<file path="config.mk">
export PLATFORM = sky130hd
export DESIGN_NAME = pc_gen
export DESIGN_NICKNAME = d
export VERILOG_FILES = /design/src/rtl/pc_gen.sv
export SDC_FILE = /design/constraint.sdc
export NUM_CORES = 1
export LEC_CHECK = 0
export ABC_AREA = 1
export CORE_MARGIN = 2
export CORE_UTILIZATION = 56
export CTS_CLUSTER_DIAMETER = 80
export CTS_CLUSTER_SIZE = 25
export DETAILED_ROUTE_END_ITERATION = 7
export PLACE_DENSITY = 0.8
export SYNTH_ARGS = -nofsm -noshare
export SYNTH_HDL_FRONTEND = slang
export SYNTH_SLANG_ARGS = --single-unit
export TNS_END_PERCENT = 30
</file>
<file path="constraint.sdc">
create_clock -name clk -period 3.5 [get_ports clk]
set_clock_uncertainty 0.2 [all_clocks]
set_input_delay 0.525 -clock clk [delete_from_list [all_inputs] [get_ports clk]]
set_output_delay 0.525 -clock clk [all_outputs]
set_load 0.02 [all_outputs]
</file>
<file path="src/rtl/pc_gen.sv">
// ============================================================================
// Module      : pc_gen
// Description : Fetch PC generator with boot/exception bubbles and a circular
//               return-address stack.
// Revision    : 1.0 - initial release
// ============================================================================
`default_nettype none

module pc_gen #(
    parameter int                ADDR_W     = 30,
    parameter logic [ADDR_W-1:0] START_ADDR = 30'h0000BFF,
    parameter logic [ADDR_W-1:0] EXC_VEC    = 30'h0000C00,
    parameter int                RAS_DEPTH  = 4
) (
    input  logic              clk,
    input  logic              reset,
    input  logic              PCWrite,
    input  logic              exc_req,
    input  logic              br_taken,
    input  logic [ADDR_W-1:0] br_target,
    input  logic              jmp,
    input  logic [ADDR_W-1:0] jmp_target,
    input  logic              call,
    input  logic              ret,
    output logic [ADDR_W-1:0] PC,
    output logic              pc_valid,
    output logic              ras_empty,
    output logic              ras_full,
    output logic              ras_ovf,
    output logic              ret_miss
);

    localparam int PTR_W = $clog2(RAS_DEPTH);
    localparam int CNT_W = PTR_W + 1;

    typedef enum logic [1:0] {
        S_BOOT      = 2'd0,
        S_RUN       = 2'd1,
        S_EXC_FLUSH = 2'd2
    } state_t;

    state_t            r_state;
    state_t            w_state_nxt;
    logic [ADDR_W-1:0] r_pc;
    logic [ADDR_W-1:0] w_pc_nxt;
    logic [ADDR_W-1:0] w_pc_inc;
    logic              r_valid;
    logic              r_empty;
    logic              r_full;
    logic              r_ovf;
    logic              r_miss;
    logic [ADDR_W-1:0] r_ras [RAS_DEPTH];
    logic [PTR_W-1:0]  r_sp;
    logic [PTR_W-1:0]  w_sp_nxt;
    logic [PTR_W-1:0]  w_top_idx;
    logic [CNT_W-1:0]  r_cnt;
    logic [CNT_W-1:0]  w_cnt_nxt;
    logic              w_cnt_full;
    logic              w_push;
    logic              w_pop;
    logic              w_miss;

    assign w_pc_inc   = r_pc + ADDR_W'(1);
    assign w_top_idx  = r_sp - PTR_W'(1);
    assign w_cnt_full = (r_cnt == CNT_W'(RAS_DEPTH));

    // Next-PC selection: exception, then branch > return > jump > sequential.
    always_comb begin
        w_state_nxt = r_state;
        w_pc_nxt    = r_pc;
        w_push      = 1'b0;
        w_pop       = 1'b0;
        w_miss      = 1'b0;
        case (r_state)
            S_BOOT:      w_state_nxt = S_RUN;
            S_EXC_FLUSH: w_state_nxt = S_RUN;
            S_RUN: begin
                if (exc_req) begin
                    w_state_nxt = S_EXC_FLUSH;
                    w_pc_nxt    = EXC_VEC;
                end else if (PCWrite) begin
                    if (br_taken) begin
                        w_pc_nxt = br_target;
                    end else if (ret) begin
                        if (r_cnt != '0) begin
                            w_pop    = 1'b1;
                            w_pc_nxt = r_ras[w_top_idx];
                        end else begin
                            w_miss   = 1'b1;
                            w_pc_nxt = w_pc_inc;
                        end
                    end else if (jmp) begin
                        w_push   = call;
                        w_pc_nxt = jmp_target;
                    end else begin
                        w_pc_nxt = w_pc_inc;
                    end
                end
            end
            default:     w_state_nxt = S_BOOT;
        endcase
    end

    // A push onto a full stack overwrites the oldest slot, so count saturates.
    always_comb begin
        w_sp_nxt  = r_sp;
        w_cnt_nxt = r_cnt;
        if (w_push) begin
            w_sp_nxt = r_sp + PTR_W'(1);
            if (!w_cnt_full) begin
                w_cnt_nxt = r_cnt + CNT_W'(1);
            end
        end else if (w_pop) begin
            w_sp_nxt  = w_top_idx;
            w_cnt_nxt = r_cnt - CNT_W'(1);
        end
    end

    always_ff @(posedge clk or negedge reset) begin
        if (!reset) begin
            r_state <= S_BOOT;
            r_pc    <= START_ADDR;
            r_valid <= 1'b0;
            r_sp    <= '0;
            r_cnt   <= '0;
            r_empty <= 1'b1;
            r_full  <= 1'b0;
            r_ovf   <= 1'b0;
            r_miss  <= 1'b0;
        end else begin
            r_state <= w_state_nxt;
            r_pc    <= w_pc_nxt;
            r_valid <= (w_state_nxt == S_RUN);
            r_sp    <= w_sp_nxt;
            r_cnt   <= w_cnt_nxt;
            r_empty <= (w_cnt_nxt == '0);
            r_full  <= (w_cnt_nxt == CNT_W'(RAS_DEPTH));
            r_ovf   <= r_ovf | (w_push & w_cnt_full);
            r_miss  <= w_miss;
        end
    end

    // Storage needs no reset: entries are only readable once counted.
    always_ff @(posedge clk) begin
        if (w_push) begin
            r_ras[r_sp] <= w_pc_inc;
        end
    end

    assign PC        = r_pc;
    assign pc_valid  = r_valid;
    assign ras_empty = r_empty;
    assign ras_full  = r_full;
    assign ras_ovf   = r_ovf;
    assign ret_miss  = r_miss;

endmodule

`default_nettype wire

</file>
==> results of run 1 <==
-- cells by family after synthesis --
kind of cell,Yosys count,share of synthesized area
AO/OA/AOI/OAI,117,0.07823
XOR/XNOR,17,0.01787
adder cells (fa/ha/maj),8,0.01201
buffers and inverters,112,0.05270
flip-flops,162,0.5604
AND/OR/NAND/NOR,573,0.2788
-- layout make-up --
| type | count | area, um2 | area share |
|---|---|---|---|
| inverter | 70 | 262.8 | 0.02580 |
| tap | 184 | 230.2 | 0.02260 |
| clock inverter | 14 | 225.2 | 0.02211 |
| clock buffer | 17 | 425.4 | 0.04177 |
| timing repair buffer | 118 | 1136 | 0.1115 |
| sequential | 162 | 4671 | 0.4586 |
| multi-input combinational | 715 | 3234 | 0.3176 |
-- worst reg2reg max path, stage by stage, from the launching register on --
cell	delay (ns)
dfstp_2	0.59
ha_1	0.23
nand2_1	0.08
nor2_2	0.14
nand2_2	0.15
xnor2_1	0.59
nand2_1	0.11
nand2_1	0.09
inv_1	0.04
o21ai_1	0.19
nand2_1	0.08
nand2_1	0.06
-- synthesized netlist by cell type (all sizes together) --
cell	instances	area [um2]
nor3	4	31.28
a21o	1	7.510
edfxtp	120	3603
xor2	15	131.4
o31ai	1	7.510
o22ai	4	25.02
nand3	70	360.3
a21boi	1	7.510
nand2	360	1359
ha	8	100.1
xnor2	2	17.52
o221ai	1	8.760
and2	1	6.260
a221oi	1	8.760
o21ai	42	210.2
buf	18	86.34
a21oi	47	235.2
nor2	135	546.8
dfstp	12	315.3
dfrtp	30	750.7
a22o	1	8.760
o211ai	1	7.510
nand4	2	12.51
a31oi	11	68.82
o21bai	1	7.510
nand3b	1	7.510
o2111ai	1	8.760
clkinv	1	3.750
inv	69	259.0
a32o	4	40.04
clkbuf	24	90.09
-- worst paths after layout --
path	startpoint	slack (ns)	to	cells past startpoint
setup / recovery	PC[0]	0.91	PC[8]	11
hold / removal	reset	0.04	pc_valid	1
setup reg to reg	PC[0]	0.91	PC[8]	11
hold reg to reg	ras_ovf	0.27	ras_ovf	2
max in group asynchronous	reset	2.42	r_sp[0]	1
min in group clk	ras_ovf	0.27	ras_ovf	2
-- routing by layer --
layer  GRT usage  wire (um)
met4     0.08274        499
met1      0.4161       9510
met5           0          0
met3     0.05820       2209
met2      0.4352      10050
-- flip-flops by register name (all words and copies together), names as in the netlist --
name and flops:
ret_miss 1, r_ras 120, r_state 2, pc_valid 1, r_cnt 3, PC 30, r_sp 2, ras_empty 1
ras_full 1, ras_ovf 1
-- per-stage QoR --
stage | setup WS [ns] | total power, W
2_1_floorplan | 0.4884 | 0.004139
3_3_place_gp | 0.6935 | 0.005008
6_report | 0.9144 | 0.007175
5_1_grt | 0.7887 | 0.007513
3_5_place_dp | 0.5794 | 0.005060
4_1_cts | 0.9614 | 0.007121
-- power by group through the flow --
stage | registers [W] | logic (W) | clock network (W)
floorplan | 0.00255 | 0.00159 | 0
global placement | 0.00249 | 0.00252 | 0
detailed placement | 0.00249 | 0.00257 | 0
CTS | 0.00245 | 0.00259 | 0.00207
global route | 0.00248 | 0.00288 | 0.00215
finish | 0.00246 | 0.00265 | 0.00207
==> tab_implementation.tex, run 1 <==
\begin{tabular}{lr}
\hline
Metric & Value \\
\hline
\multicolumn{2}{l}{\textbf{Layout}} \\
Cell area after layout & 0.01018 mm2 \\
Highest-count cells in the layout ignoring fill and taps & nand2\_1 (357), nor2\_1 (121), edfxtp\_1 (120) \\
Final core occ & 0.7008 \\
Relative area change from synthesis to final layout & 22.22\% \\
Share of cells above drive strength 1 & 0.07847 \\
Commonest non-fill, non-tap cell in the layout & nand2\_1 \\
Diodes inserted & 0 \\
Filler instances & 1118 \\
Number of nets in the final layout & 1160 \\
Post-route non-filler standard cell count & 1280 \\
\multicolumn{2}{l}{\textbf{Logic synthesis}} \\
Synthesis Warnings & 0 \\
Syn Std Cell Area & 0.008333 mm2 \\
Register area share after synthesis & 0.5604 \\
Mean post-synth cell area & 8.426 um2 \\
Number of synthesized register bits & 162 \\
Yosys cell types & 40 \\
Count of mapped cells out of synthesis & 989 \\
Mapped Nets & 1065 \\
\multicolumn{2}{l}{\textbf{GRT}} \\
GR Overflow Total & 0 \\
Global-route wire length before repair & 34780 um \\
Antenna violations before repair & 0 \\
Overall routing resource usage & 0.2843 \\
Pin count of the biggest net entering global routing & 64 \\
Number of global-route vias before repair & 6585 \\
\multicolumn{2}{l}{\textbf{Setup path}} \\
Crit-path leading delay family & simple AND/OR/NAND/NOR gates \\
Crit path arrival time & 2.76 ns \\
Largest fanout of any net on the critical path & 6 \\
Slowest stage cell on the critical path & dfstp\_2 \\
Category of the worst setup path launch point & flop \\
Most numerous cell on the critical path & nand2\_1 \\
Type of element capturing the critical path & flop \\
Delay of the slowest cell on the worst path & 0.59 ns \\
CP Class & reg -> reg \\
Combined buffer and inverter count along the critical path & 1 \\
Required time at the endpoint of the critical path & 3.67 ns \\
Series of cell instances along the critical path & ha\_1, nand2\_1, nor2\_2, nand2\_2, xnor2\_1, nand2\_1, nand2\_1, inv\_1, o21ai\_1, nand2\_1, nand2\_1 \\
\multicolumn{2}{l}{\textbf{Timing}} \\
Maximum frequency from static timing analysis & 386.8 MHz \\
Fin crit share & 0.7388 \\
Number of hold violations in the final report & 0 \\
Final setup vio count & 0 \\
Final max-slew violation count & 0 \\
Setup repair after global routing missed its margin & no \\
Relative max-transition margin & 0.3742 \\
Worst-Margin Slew & 0.9387 ns \\
Fin Hold WS & 0.03545 ns \\
Clock period minus worst slack & 2.586 ns \\
Setup TNS Final & 0 ns \\
\multicolumn{2}{l}{\textbf{Floorplan}} \\
Die width & 126.0 um \\
Row count & 44 \\
Standard cell core area & 0.01453 mm2 \\
Count of boundary I/O pins & 103 \\
Die boundary height & 126.0 um \\
Starting density of the core & 0.5733 \\
Die Area & 0.01587 mm2 \\
\multicolumn{2}{l}{\textbf{Power}} \\
Peak VDD IR & 0.3877 mV \\
Clock Power Share & 0.288 \\
Portion of total power attributed to sequential cells & 0.343 \\
Pwr Density & 704.5 mW/mm2 \\
Static leakage & 4.286 nW \\
Internal Pwr Total & 0.004435 W \\
Comb pwr share & 0.369 \\
Reported net switching power & 0.002740 W \\
Switching part of the total power & 0.3819 \\
\multicolumn{2}{l}{\textbf{Placement}} \\
Final weighted congestion of routability-driven global placement & 0.9470 \\
Quantity of I/O buffers inserted on ports & 102 \\
Placed wire-length estimate & 14880 um \\
Placed cell count & 1249 \\
Placement-stage cell area & 0.009534 mm2 \\
\multicolumn{2}{l}{\textbf{CTS}} \\
Setup Fix Bufs, Post-CTS & 0 \\
Root buffer selected by CTS & clkbuf\_16 \\
CTS tree & built \\
Clock Tree Buf Depth & 2 \\
Sink count of the clock tree & 162 \\
H-Tree Depth & 4 \\
Clock latency reported for the late side of the worst-skew pair & 0.43 ns \\
Count of hold buffers inserted by post-cts repair & 0 \\
Clock buffer count from CTS & 17 \\
Post-cts sizing count & 0 \\
Clock-pin slew on the worst setup and hold paths & 0.06 ns \\
\multicolumn{2}{l}{\textbf{Routing}} \\
Total via count in the routed design & 7144 \\
Initial DRC Count & 953 \\
Routed wire per std cell & 17.40 um \\
Number of search-and-repair iterations in the first detailed-routing pass & 7 \\
Total Routed Length & 22270 um \\
Detail Route Antenna Nets & 0 \\
Number of vias per cell after detailed routing & 5.581 \\
Post-detailed-route DRC marker count & 0 \\
\multicolumn{2}{l}{\textbf{Flow run}} \\
Number of max-cap violations & 0 \\
\multicolumn{2}{l}{\textbf{Outcome}} \\
Run status & complete, no violations \\
\multicolumn{2}{l}{\textbf{Hold path}} \\
Kind of path behind the tightest hold check & in -> async \\
\hline
\end{tabular}
Note: power is estimated with default switching activity, not from simulation.
==> run 2: changes to the inputs <==
==> constraint.sdc (replaced) <==
create_clock -name clk -period 2.65 [get_ports clk]
set_clock_uncertainty 0.2 [all_clocks]
set_input_delay 0.3975 -clock clk [delete_from_list [all_inputs] [get_ports clk]]
set_output_delay 0.3975 -clock clk [all_outputs]
set_load 0.02 [all_outputs]
==> run 2 against run 1 <==
Core utilization increased by 0.71 points. Worst setup slack got worse by 0.64 ns. Register-to-register slack got worse by 0.64 ns. Final area increased by 1.0%. First-iteration DRC count decreased by 19%. Non-clock buffer count increased by 11. Global-route usage increased by 0.48 points. Die area unchanged. Worst hold slack improved by 0.23 ns. Highest routed layer unchanged.
==> tab_implementation.tex, run 2 (synthesis gave the netlist of run 1 again) <==
\begin{tabular}{lr}
\hline
Metric & Value \\
\hline
\multicolumn{2}{l}{\textbf{Setup path}} \\
Delay of the slowest cell on the worst path & 0.57 ns (-0.02 ns) \\
Series of cell instances along the critical path & ha\_1, nand2\_1, nor2\_2, nand2\_2, nor2\_2, nand2\_1, xor2\_1, nand2\_1, nand2\_1, nand2\_1, nand2\_1, nand2\_1 \\
Required time at the endpoint of the critical path & 2.77 ns (-0.90 ns) \\
Register-to-Register Path Depth & 12 (+1) \\
Category of the worst setup path launch point & flop \\
Most numerous cell on the critical path & nand2\_1 \\
Slowest stage cell on the critical path & dfstp\_2 \\
Crit path arrival time & 2.50 ns (-0.26 ns) \\
CP Class & reg -> reg \\
Largest fanout of any net on the critical path & 6 (unchanged) \\
Type of element capturing the critical path & flop \\
\multicolumn{2}{l}{\textbf{Power}} \\
Comb pwr share & 0.382 (+0.013) \\
Clock Power Share & 0.272 (-0.016) \\
Switching part of the total power & 0.3797 (-0.002196) \\
Total power & 0.009382 W (+31\%) \\
Static leakage & 4.344 nW (+1.4\%) \\
Pwr Density & 912.0 mW/mm2 (+29\%) \\
Reported net switching power & 0.003563 W (+30\%) \\
Portion of total power attributed to sequential cells & 0.346 (+0.003) \\
Internal Pwr Total & 0.005820 W (+31\%) \\
Peak VDD IR & 0.6021 mV (+55\%) \\
\multicolumn{2}{l}{\textbf{Routing}} \\
Total via count in the routed design & 7192 (+0.67\%) \\
Post-detailed-route DRC marker count & 0 (unchanged) \\
Total Routed Length & 22300 um (+0.13\%) \\
Routed wire per std cell & 17.29 um (-0.64\%) \\
Number of vias per cell after detailed routing & 5.575 (-0.11\%) \\
Initial DRC Count & 768 (-19\%) \\
Detail Route Antenna Nets & 0 (unchanged) \\
Number of search-and-repair iterations in the first detailed-routing pass & 6 (-1) \\
\multicolumn{2}{l}{\textbf{Layout}} \\
Commonest non-fill, non-tap cell in the layout & nand2\_1 \\
Post-route non-filler standard cell count & 1290 (+0.78\%) \\
Diodes inserted & 0 (unchanged) \\
Flip-flop count of the largest register after layout & 120 (unchanged) \\
Relative area change from synthesis to final layout & 23.45\% \\
Share of cells above drive strength 1 & 0.08590 (+0.007428) \\
Number of nets in the final layout & 1171 (+0.95\%) \\
Filler instances & 1145 (+2.4\%) \\
Highest-count cells in the layout ignoring fill and taps & nand2\_1 (357), nor2\_1 (121), edfxtp\_1 (120) \\
Final core occ & 0.7078 (+0.007059) \\
Top register by number of flip-flops & r\_ras \\
\multicolumn{2}{l}{\textbf{Placement}} \\
Placed wire-length estimate & 15520 um (+4.3\%) \\
Placed cell count & 1259 (+0.80\%) \\
Quantity of I/O buffers inserted on ports & 102 (unchanged) \\
Final weighted congestion of routability-driven global placement & 0.9352 (-1.2\%) \\
\multicolumn{2}{l}{\textbf{Timing}} \\
Final max-slew violation count & 0 (unchanged) \\
Maximum frequency from static timing analysis & 420.2 MHz (+8.6\%) \\
Fin Hold WS & 0.2646 ns (+0.2291 ns) \\
Final setup vio count & 0 (unchanged) \\
Number of hold violations in the final report & 0 (unchanged) \\
Setup TNS Final & 0 ns (unchanged) \\
Setup repair after global routing missed its margin & no \\
Worst-Margin Slew & 0.6656 ns (-0.2731 ns) \\
Fin crit share & 0.8981 (+0.1593) \\
Relative max-transition margin & 0.5563 (+0.1820) \\
Clock period minus worst slack & 2.380 ns (-0.2058 ns) \\
\multicolumn{2}{l}{\textbf{CTS}} \\
Root buffer selected by CTS & clkbuf\_16 \\
H-Tree Depth & 4 (unchanged) \\
Clock latency reported for the late side of the worst-skew pair & 0.43 ns (about the same) \\
Clock-pin slew on the worst setup and hold paths & 0.07 ns (about the same) \\
CTS tree & built \\
Clock Tree Buf Depth & 2 (unchanged) \\
Clock buffer count from CTS & 17 (unchanged) \\
Sink count of the clock tree & 162 (unchanged) \\
\multicolumn{2}{l}{\textbf{Floorplan}} \\
Starting density of the core & 0.5733 (unchanged) \\
Die width & 126.0 um (unchanged) \\
Row count & 44 (unchanged) \\
Count of boundary I/O pins & 103 (unchanged) \\
Standard cell core area & 0.01453 mm2 (unchanged) \\
Die boundary height & 126.0 um (unchanged) \\
Die Area & 0.01587 mm2 (unchanged) \\
\multicolumn{2}{l}{\textbf{GRT}} \\
Overall routing resource usage & 0.2891 (+0.004779) \\
Number of global-route vias before repair & 6927 (+5.2\%) \\
Antenna violations before repair & 0 (unchanged) \\
GR Overflow Total & 0 (unchanged) \\
Global-route wire length before repair & 35850 um (+3.1\%) \\
Pin count of the biggest net entering global routing & 64 (unchanged) \\
\multicolumn{2}{l}{\textbf{Flow run}} \\
Number of max-cap violations & 0 (unchanged) \\
\multicolumn{2}{l}{\textbf{Hold path}} \\
Kind of path behind the tightest hold check & reg -> reg \\
Hold path cells & 1 \\
\multicolumn{2}{l}{\textbf{Outcome}} \\
Run status & complete, no violations \\
\hline
\end{tabular}
-- run 2: changes by cell type in the layout (fill, tap and decap cells not counted), moves of 3 or more --
cell,previous run,this run
buf_12,0,4
buf_4,16,22
clkinv_4,0,3
inv_6,5,2
-- run 2: worst max-delay path: cells and delay by family (launching register included) --
kind                       cells  cell delay (ns)
DFF                            1             0.57
xor gates and xnor gates       1             0.24
adders and majority gates      1             0.22
and+or+nand+nor               10             1.05
-- run 2: what timing repair did --
action,4_1_cts,5_1_grt
endpoints found under the hold margin,15,0
setup endpoints to repair,0,1
resized for setup,0,1
setup buffers,0,0
hold buffers,1,0
-- run 2: power by group through the flow --
| stage | Combinational (W) | Sequential, W | Clock [W] |
|---|---|---|---|
| after floorplan | 0.00210 | 0.00337 | 0 |
| after global routing | 0.00395 | 0.00327 | 0.00267 |
| after global placement | 0.00342 | 0.00329 | 0 |
| after detailed placement | 0.00349 | 0.00329 | 0 |
| final | 0.00358 | 0.00325 | 0.00255 |
| after CTS | 0.00353 | 0.00324 | 0.00256 |
-- run 2: final cells by class --
class | instances | area [um2] | share of cell area
multi-input cells | 715 | 3242 | 0.3151
repair buffers | 129 | 1271 | 0.1236
well taps | 184 | 230.2 | 0.02238
flip-flops and latches | 162 | 4671 | 0.4540
clock buffers | 17 | 425.4 | 0.04135
inverters | 70 | 262.8 | 0.02554
clock inverters | 13 | 185.2 | 0.01800
-- run 2: through the flow --
step,setup WS [ns],area (um2)
4_1_cts,0.2675,10280
6_report,0.2701,10290
5_1_grt,0.08449,10290
2_1_floorplan,-0.3616,8333
3_5_place_dp,0.2282,9659
3_3_place_gp,0.2661,9659
-- run 2: per-layer routing --
metal | wire length, um | vias up | global-route usage | part of all wire
met5 | 0 | - | 0 | 0
met3 | 2028 | 43 | 0.05395 | 0.091
met1 | 9606 | 3306 | 0.4238 | 0.43
li1 | - | 3453 | - | -
met4 | 437 | 0 | 0.08468 | 0.020
met2 | 10230 | 390 | 0.4447 | 0.46
-- run 2: path summary, 6_finish.rpt --
kind / start / end / slack [ns]
worst min-delay path: r_state[1] / pc_valid / 0.26
worst min register to register: r_state[1] / pc_valid / 0.26
worst max register to register: PC[0] / PC[18] / 0.27
max in group asynchronous: reset / PC[9] / 1.21
worst max-delay path: PC[0] / PC[18] / 0.27
min in group asynchronous: reset / r_state[0] / 0.31
